`config.mk`:
```
export PLATFORM = sky130hd
export DESIGN_NAME = shift_issue_unit
export DESIGN_NICKNAME = d
export VERILOG_FILES = /design/src/rtl/shift_pkg.sv /design/src/rtl/barrel_shifter8.sv /design/src/rtl/shift_cmd_fifo.sv /design/src/rtl/shift_issue_unit.sv
export SDC_FILE = /design/constraint.sdc
export NUM_CORES = 1
export LEC_CHECK = 0
export BUFFER_PORTS_ARGS = -buffer_cell sky130_fd_sc_hd__buf_2
export CAP_MARGIN = 25
export CORE_AREA = 4 4 91 93
export DETAILED_ROUTE_END_ITERATION = 7
export DIE_AREA = 0 0 95 97
export GPL_TIMING_DRIVEN = 0
export PLACE_DENSITY = 0.68
export SLEW_MARGIN = 20
export SYNTH_ARGS = -nofsm -noshare
export SYNTH_HDL_FRONTEND = slang
export SYNTH_SLANG_ARGS = --single-unit
```
`constraint.sdc`:
```
create_clock -name clk -period 4.9 [get_ports clk]
set_input_delay 0.49 -clock clk [delete_from_list [all_inputs] [get_ports clk]]
set_output_delay 0.49 -clock clk [all_outputs]
set_load 0.01 [all_outputs]
```
`src/rtl/shift_pkg.sv`:
```
// Shared constants for the shift issue unit: FIFO sizing and the
// bit layout of a queued command {din, shamt, lr, al}.
package shift_pkg;

    localparam int FIFO_DEPTH = 4;
    localparam int PTR_W      = 2;
    localparam int LVL_W      = 3;

    localparam int CMD_W      = 13;
    localparam int DIN_LSB    = 5;
    localparam int SHAMT_LSB  = 2;
    localparam int LR_BIT     = 1;
    localparam int AL_BIT     = 0;

endpackage

```
`src/rtl/barrel_shifter8.sv`:
```
// 8-bit log barrel shifter: lr=1 shifts left with zero fill,
// lr=0 shifts right filling with din[7] when al=1.
module barrel_shifter8 (
    input  logic [7:0] din_i,
    input  logic [2:0] shamt_i,
    input  logic       lr_i,
    input  logic       al_i,
    output logic [7:0] dout_o
);

    logic       fill;
    logic [7:0] s1;
    logic [7:0] s2;

    assign fill = al_i & din_i[7] & ~lr_i;

    assign s1 = !shamt_i[0] ? din_i :
                lr_i ? {din_i[6:0], 1'b0} :
                       {fill, din_i[7:1]};

    assign s2 = !shamt_i[1] ? s1 :
                lr_i ? {s1[5:0], 2'b00} :
                       {{2{fill}}, s1[7:2]};

    assign dout_o = !shamt_i[2] ? s2 :
                    lr_i ? {s2[3:0], 4'h0} :
                           {{4{fill}}, s2[7:4]};

endmodule

```
`src/rtl/shift_cmd_fifo.sv`:
```
// Command FIFO with wrapping 2-bit pointers and an explicit
// occupancy counter so full and empty are unambiguous.
module shift_cmd_fifo
    import shift_pkg::*;
#(
    parameter int DEPTH = FIFO_DEPTH
) (
    input  logic             clk,
    input  logic             rst_n,
    input  logic             push_i,
    input  logic             pop_i,
    input  logic [CMD_W-1:0] wdata_i,
    output logic [CMD_W-1:0] rdata_o,
    output logic             full_o,
    output logic             empty_o,
    output logic [LVL_W-1:0] level_o
);

    logic [CMD_W-1:0] mem_q [DEPTH];
    logic [PTR_W-1:0] wptr_q;
    logic [PTR_W-1:0] rptr_q;
    logic [LVL_W-1:0] level_q;
    logic             do_push;
    logic             do_pop;

    assign full_o  = (level_q == LVL_W'(DEPTH));
    assign empty_o = (level_q == '0);
    assign level_o = level_q;
    assign rdata_o = mem_q[rptr_q];

    // Guard here too so a caller can never corrupt the pointers.
    assign do_push = push_i & ~full_o;
    assign do_pop  = pop_i & ~empty_o;

    always_ff @(posedge clk or negedge rst_n) begin
        if (!rst_n) begin
            wptr_q  <= '0;
            rptr_q  <= '0;
            level_q <= '0;
            for (int i = 0; i < DEPTH; i++) begin
                mem_q[i] <= '0;
            end
        end else begin
            if (do_push) begin
                mem_q[wptr_q] <= wdata_i;
                wptr_q        <= wptr_q + 1'b1;
            end
            if (do_pop) begin
                rptr_q <= rptr_q + 1'b1;
            end
            if (do_push && !do_pop) begin
                level_q <= level_q + 1'b1;
            end else if (do_pop && !do_push) begin
                level_q <= level_q - 1'b1;
            end
        end
    end

endmodule

```
`src/rtl/shift_issue_unit.sv`:
```
// Queues shift commands, issues the FIFO head through the barrel
// shifter into a single valid/ready output register.
module shift_issue_unit
    import shift_pkg::*;
#(
    parameter int FIFO_DEPTH = shift_pkg::FIFO_DEPTH
) (
    input  logic       clk,
    input  logic       rst_n,
    input  logic       in_valid,
    output logic       in_ready,
    input  logic [7:0] in_din,
    input  logic [2:0] in_shamt,
    input  logic       in_lr,
    input  logic       in_al,
    output logic       out_valid,
    input  logic       out_ready,
    output logic [7:0] out_dout,
    output logic [2:0] level
);

    logic             rdy_q;
    logic             out_valid_q;
    logic             out_valid_d;
    logic [7:0]       out_dout_q;
    logic [7:0]       out_dout_d;
    logic             push;
    logic             issue;
    logic             full;
    logic             empty;
    logic [CMD_W-1:0] wcmd;
    logic [CMD_W-1:0] head;
    logic [7:0]       shifted;

    // Held low through reset and for the edge that releases it.
    assign in_ready = rdy_q & ~full;
    assign push     = in_valid & in_ready;
    assign issue    = ~empty & (~out_valid_q | out_ready);
    assign wcmd     = {in_din, in_shamt, in_lr, in_al};

    shift_cmd_fifo #(
        .DEPTH (FIFO_DEPTH)
    ) u_fifo (
        .clk     (clk),
        .rst_n   (rst_n),
        .push_i  (push),
        .pop_i   (issue),
        .wdata_i (wcmd),
        .rdata_o (head),
        .full_o  (full),
        .empty_o (empty),
        .level_o (level)
    );

    barrel_shifter8 u_shift (
        .din_i   (head[DIN_LSB +: 8]),
        .shamt_i (head[SHAMT_LSB +: 3]),
        .lr_i    (head[LR_BIT]),
        .al_i    (head[AL_BIT]),
        .dout_o  (shifted)
    );

    always_comb begin
        out_valid_d = out_valid_q;
        out_dout_d  = out_dout_q;
        if (issue) begin
            out_valid_d = 1'b1;
            out_dout_d  = shifted;
        end else if (out_ready) begin
            out_valid_d = 1'b0;
        end
    end

    always_ff @(posedge clk or negedge rst_n) begin
        if (!rst_n) begin
            rdy_q       <= 1'b0;
            out_valid_q <= 1'b0;
            out_dout_q  <= 8'h00;
        end else begin
            rdy_q       <= 1'b1;
            out_valid_q <= out_valid_d;
            out_dout_q  <= out_dout_d;
        end
    end

    assign out_valid = out_valid_q;
    assign out_dout  = out_dout_q;

endmodule

```
==> results.txt <==
register area: 1730 sq um
layout cells sized above 1: 0.402
max-slew violation count: 0
Core ar.: 7530 sq um
Synth Register Bits: 69
port buffer count: 29
DRC viols: 0
post-cts gate resize count: 0
Syn Inst Count: 284
HP Class: primary input to register
Worst Skew: 0.00586 ns
Die Y-Extent: 97 microns
clock slew at reported path FFs: 0.08 ns
crit path launch type: register
Post-synth EDFFs: 0
Crit Path Class: register to register
RePlAce Congestion: 0.931
Iteration-0 DRC Markers: 77
CP Buf/Inv Count: 2
Routed WL: 7.78 mm
RSZ-0062 raised after global routing: no
Unique masters post-synth: 55
Starting Density: 0.489
hold slack: 0.390 ns
GRT Resource Usage Total: 0.181
Routed Antenna Nets: 0
CTS buffer count: 9
Remaining Overflow, GRT: 0
vias in the first global route: 2534
H-tree Lvls: 3
f_max: 434 MHz
Routed WL per cell: 18.0 microns
largest area contributor in the netlist: dfrtp_1
Die X: 95 microns
first-pass GRT wire length: 12.9 mm
Multi-input gate area: 1800 sq um
Max-cap violations: 0
CP max-delay cell: dfrtp_1
top cell type's share of synthesized area: 0.469
Synth-to-Final Area Change: 13.7%
CP delay by family, top: adder cells
n_diodes: 0
Hold Crit Depth: 4
CP max stage delay: 0.44 ns
Synth Flop Type: dfrtp_1
count of nets after finishing: 349
status: completed
DR pass1 iterations: 4
Setup-failing EPs final: 0
largest net degree at the start of global routing: 56
crit path max fanout: 9
Setup TNS Final: 0 ns
FF-to-FF path depth: 7
Worst path depth: 7
final worst path period share: 0.470
Post-Syn Nets: 307
minimum clock period after layout: 2.30 ns
CP cell instances: nor3_1, a21oi_1, clkinv_1, ha_1, inv_1, fa_1, mux2_2
Rows: 32
routed vias/inst: 5.76
root buffer cell: clkbuf_8
Mapped Avg Cell Area: 13.0 sq um
Worst EP required: 5.12 ns
ys async rst share: 1.00
sequential share of the synthesized area: 0.469
reg-to-reg slack, setup: 2.60 ns
design area: 4180 sq um
Post-DP HPWL: 5.37 mm
Critical Path Sink Type: register
total number of yosys warnings: 0
Layout fillers: 643
Skew-Pair Late Insertion Delay: 0.34 ns
I/O pin cnt: 30
Synth area leaders: dfrtp_1 (47%), mux2_2 (17%), mux4_2 (5.5%)
area of the die: 9220 sq um
CTS tree: yes
Hold Vio Cnt, Final: 0
initial antenna violation count: 0
CTS max path bufs: 2
clock sinks: 69
Syn Std Cell Area: 3680 sq um
routed via count: 2494
WP data arrival: 2.53 ns
area post-placement: 3980 sq um
==> path summary, 6_finish.rpt <==
| path | start | end |
|---|---|---|
| worst min register to register | out_valid$_DFFE_PN0P_ | out_valid$_DFFE_PN0P_ |
| min in group asynchronous | rst_n | u_fifo.wptr_q[0]$_DFFE_PN0P_ |
| worst max register to register | u_fifo.level_o[0]$_DFFE_PN0P_ | u_fifo.level_o[1]$_DFFE_PN0P_ |
| worst max-delay path | u_fifo.level_o[0]$_DFFE_PN0P_ | u_fifo.level_o[1]$_DFFE_PN0P_ |
| worst min-delay path | out_ready | out_valid$_DFFE_PN0P_ |
| max in group asynchronous | rst_n | u_fifo.mem_q[12]$_DFFE_PN0P_ |
==> worst register-to-register path, delay by kind of cell, from the launching register on <==
family | cells | cell delay (ns)
adder cells (fa/ha/maj) | 2 | 0.76
flip-flops | 1 | 0.44
buffers and inverters | 2 | 0.42
multiplexers | 1 | 0.27
AO/OA/AOI/OAI | 1 | 0.21
AND/OR/NAND/NOR | 1 | 0.11
==> cell usage in the layout (no fill, tap or decap), drive strengths merged, types with 3 or more instances in the layout <==
master,count
a2111oi,4
a21oi,6
mux2i,10
ha,5
inv,7
nor3,4
o211ai,3
xnor2,4
clkbuf,10
nand3,3
nand2b,7
clkinv,6
nand2,17
dfrtp,69
o21ai,6
a211oi,4
buf,46
nand3b,4
mux2,54
nor2,13
mux4,13
o31ai,3
==> sequential cells by signal, indices dropped and copies added (netlist names) <==
signal          flops
u_fifo.wptr_q       2
rdy_q               1
out_dout            8
out_valid           1
u_fifo.rptr_q       2
u_fifo.level_o      3
u_fifo.mem_q       52
==> synth_stat cells (all sizes together) (3+ instances only) <==
library cell and count:
buf 16, ha 5, inv 7, a211oi 4, dfrtp 69, nor3 4
mux2 54, nand3 3, mux4 13, o211ai 3, o31ai 3, a2111oi 4
nand2 17, mux2i 10, a21oi 6, nor2 13, nand2b 7, o21ai 6
nand3b 4, xnor2 4
==> cell families (layout without fill, tap and decap cells) <==
group                    count (synthesis)  in the layout  synth area share
XOR/XNOR                                 6              6            0.0143
AO/OA/AOI/OAI                           43             43            0.0932
flip-flops                              69             69             0.469
buffers and inverters                   25             72            0.0425
multiplexers                            77             77             0.276
adder cells (fa/ha/maj)                  6              6            0.0224
other                                    1              1           0.00102
AND/OR/NAND/NOR                         57             57            0.0810
==> area by class of cell <==
cell class / count / area share
tap: 102 / 0.0305
buffer: 17 / 0.0302
sequential: 69 / 0.413
clock buffer: 9 / 0.0296
inverter: 8 / 0.00718
clock inverter: 7 / 0.0159
timing repair buffer: 31 / 0.0443
multi-input combinational: 190 / 0.429
==> through the flow <==
step / std cells / util / setup WS [ns]
after floorplan: 284 / - / 2.64
after global placement: 415 / 0.525 / 2.53
after detailed placement: 416 / 0.529 / 2.51
after CTS: 433 / 0.556 / 2.57
after global routing: 433 / 0.556 / 2.39
final: 433 / 0.556 / 2.60
==> layer usage <==
layer,up-vias,part of all wire,GRT usage
li1,1140,-,-
met4,0,0.014,0.0655
met1,1252,0.45,0.245
met2,94,0.49,0.281
met5,-,0,0
met3,8,0.050,0.0443
==> repair_timing <==
| item | CTS | global route |
|---|---|---|
| hold buffers | 1 | 0 |
| hold endpoints to repair | 14 | 0 |
| setup buffers | 0 | 0 |
Power is not shown: default switching activity piles up to over one toggle a cycle in this logic, so the estimate is an artifact.
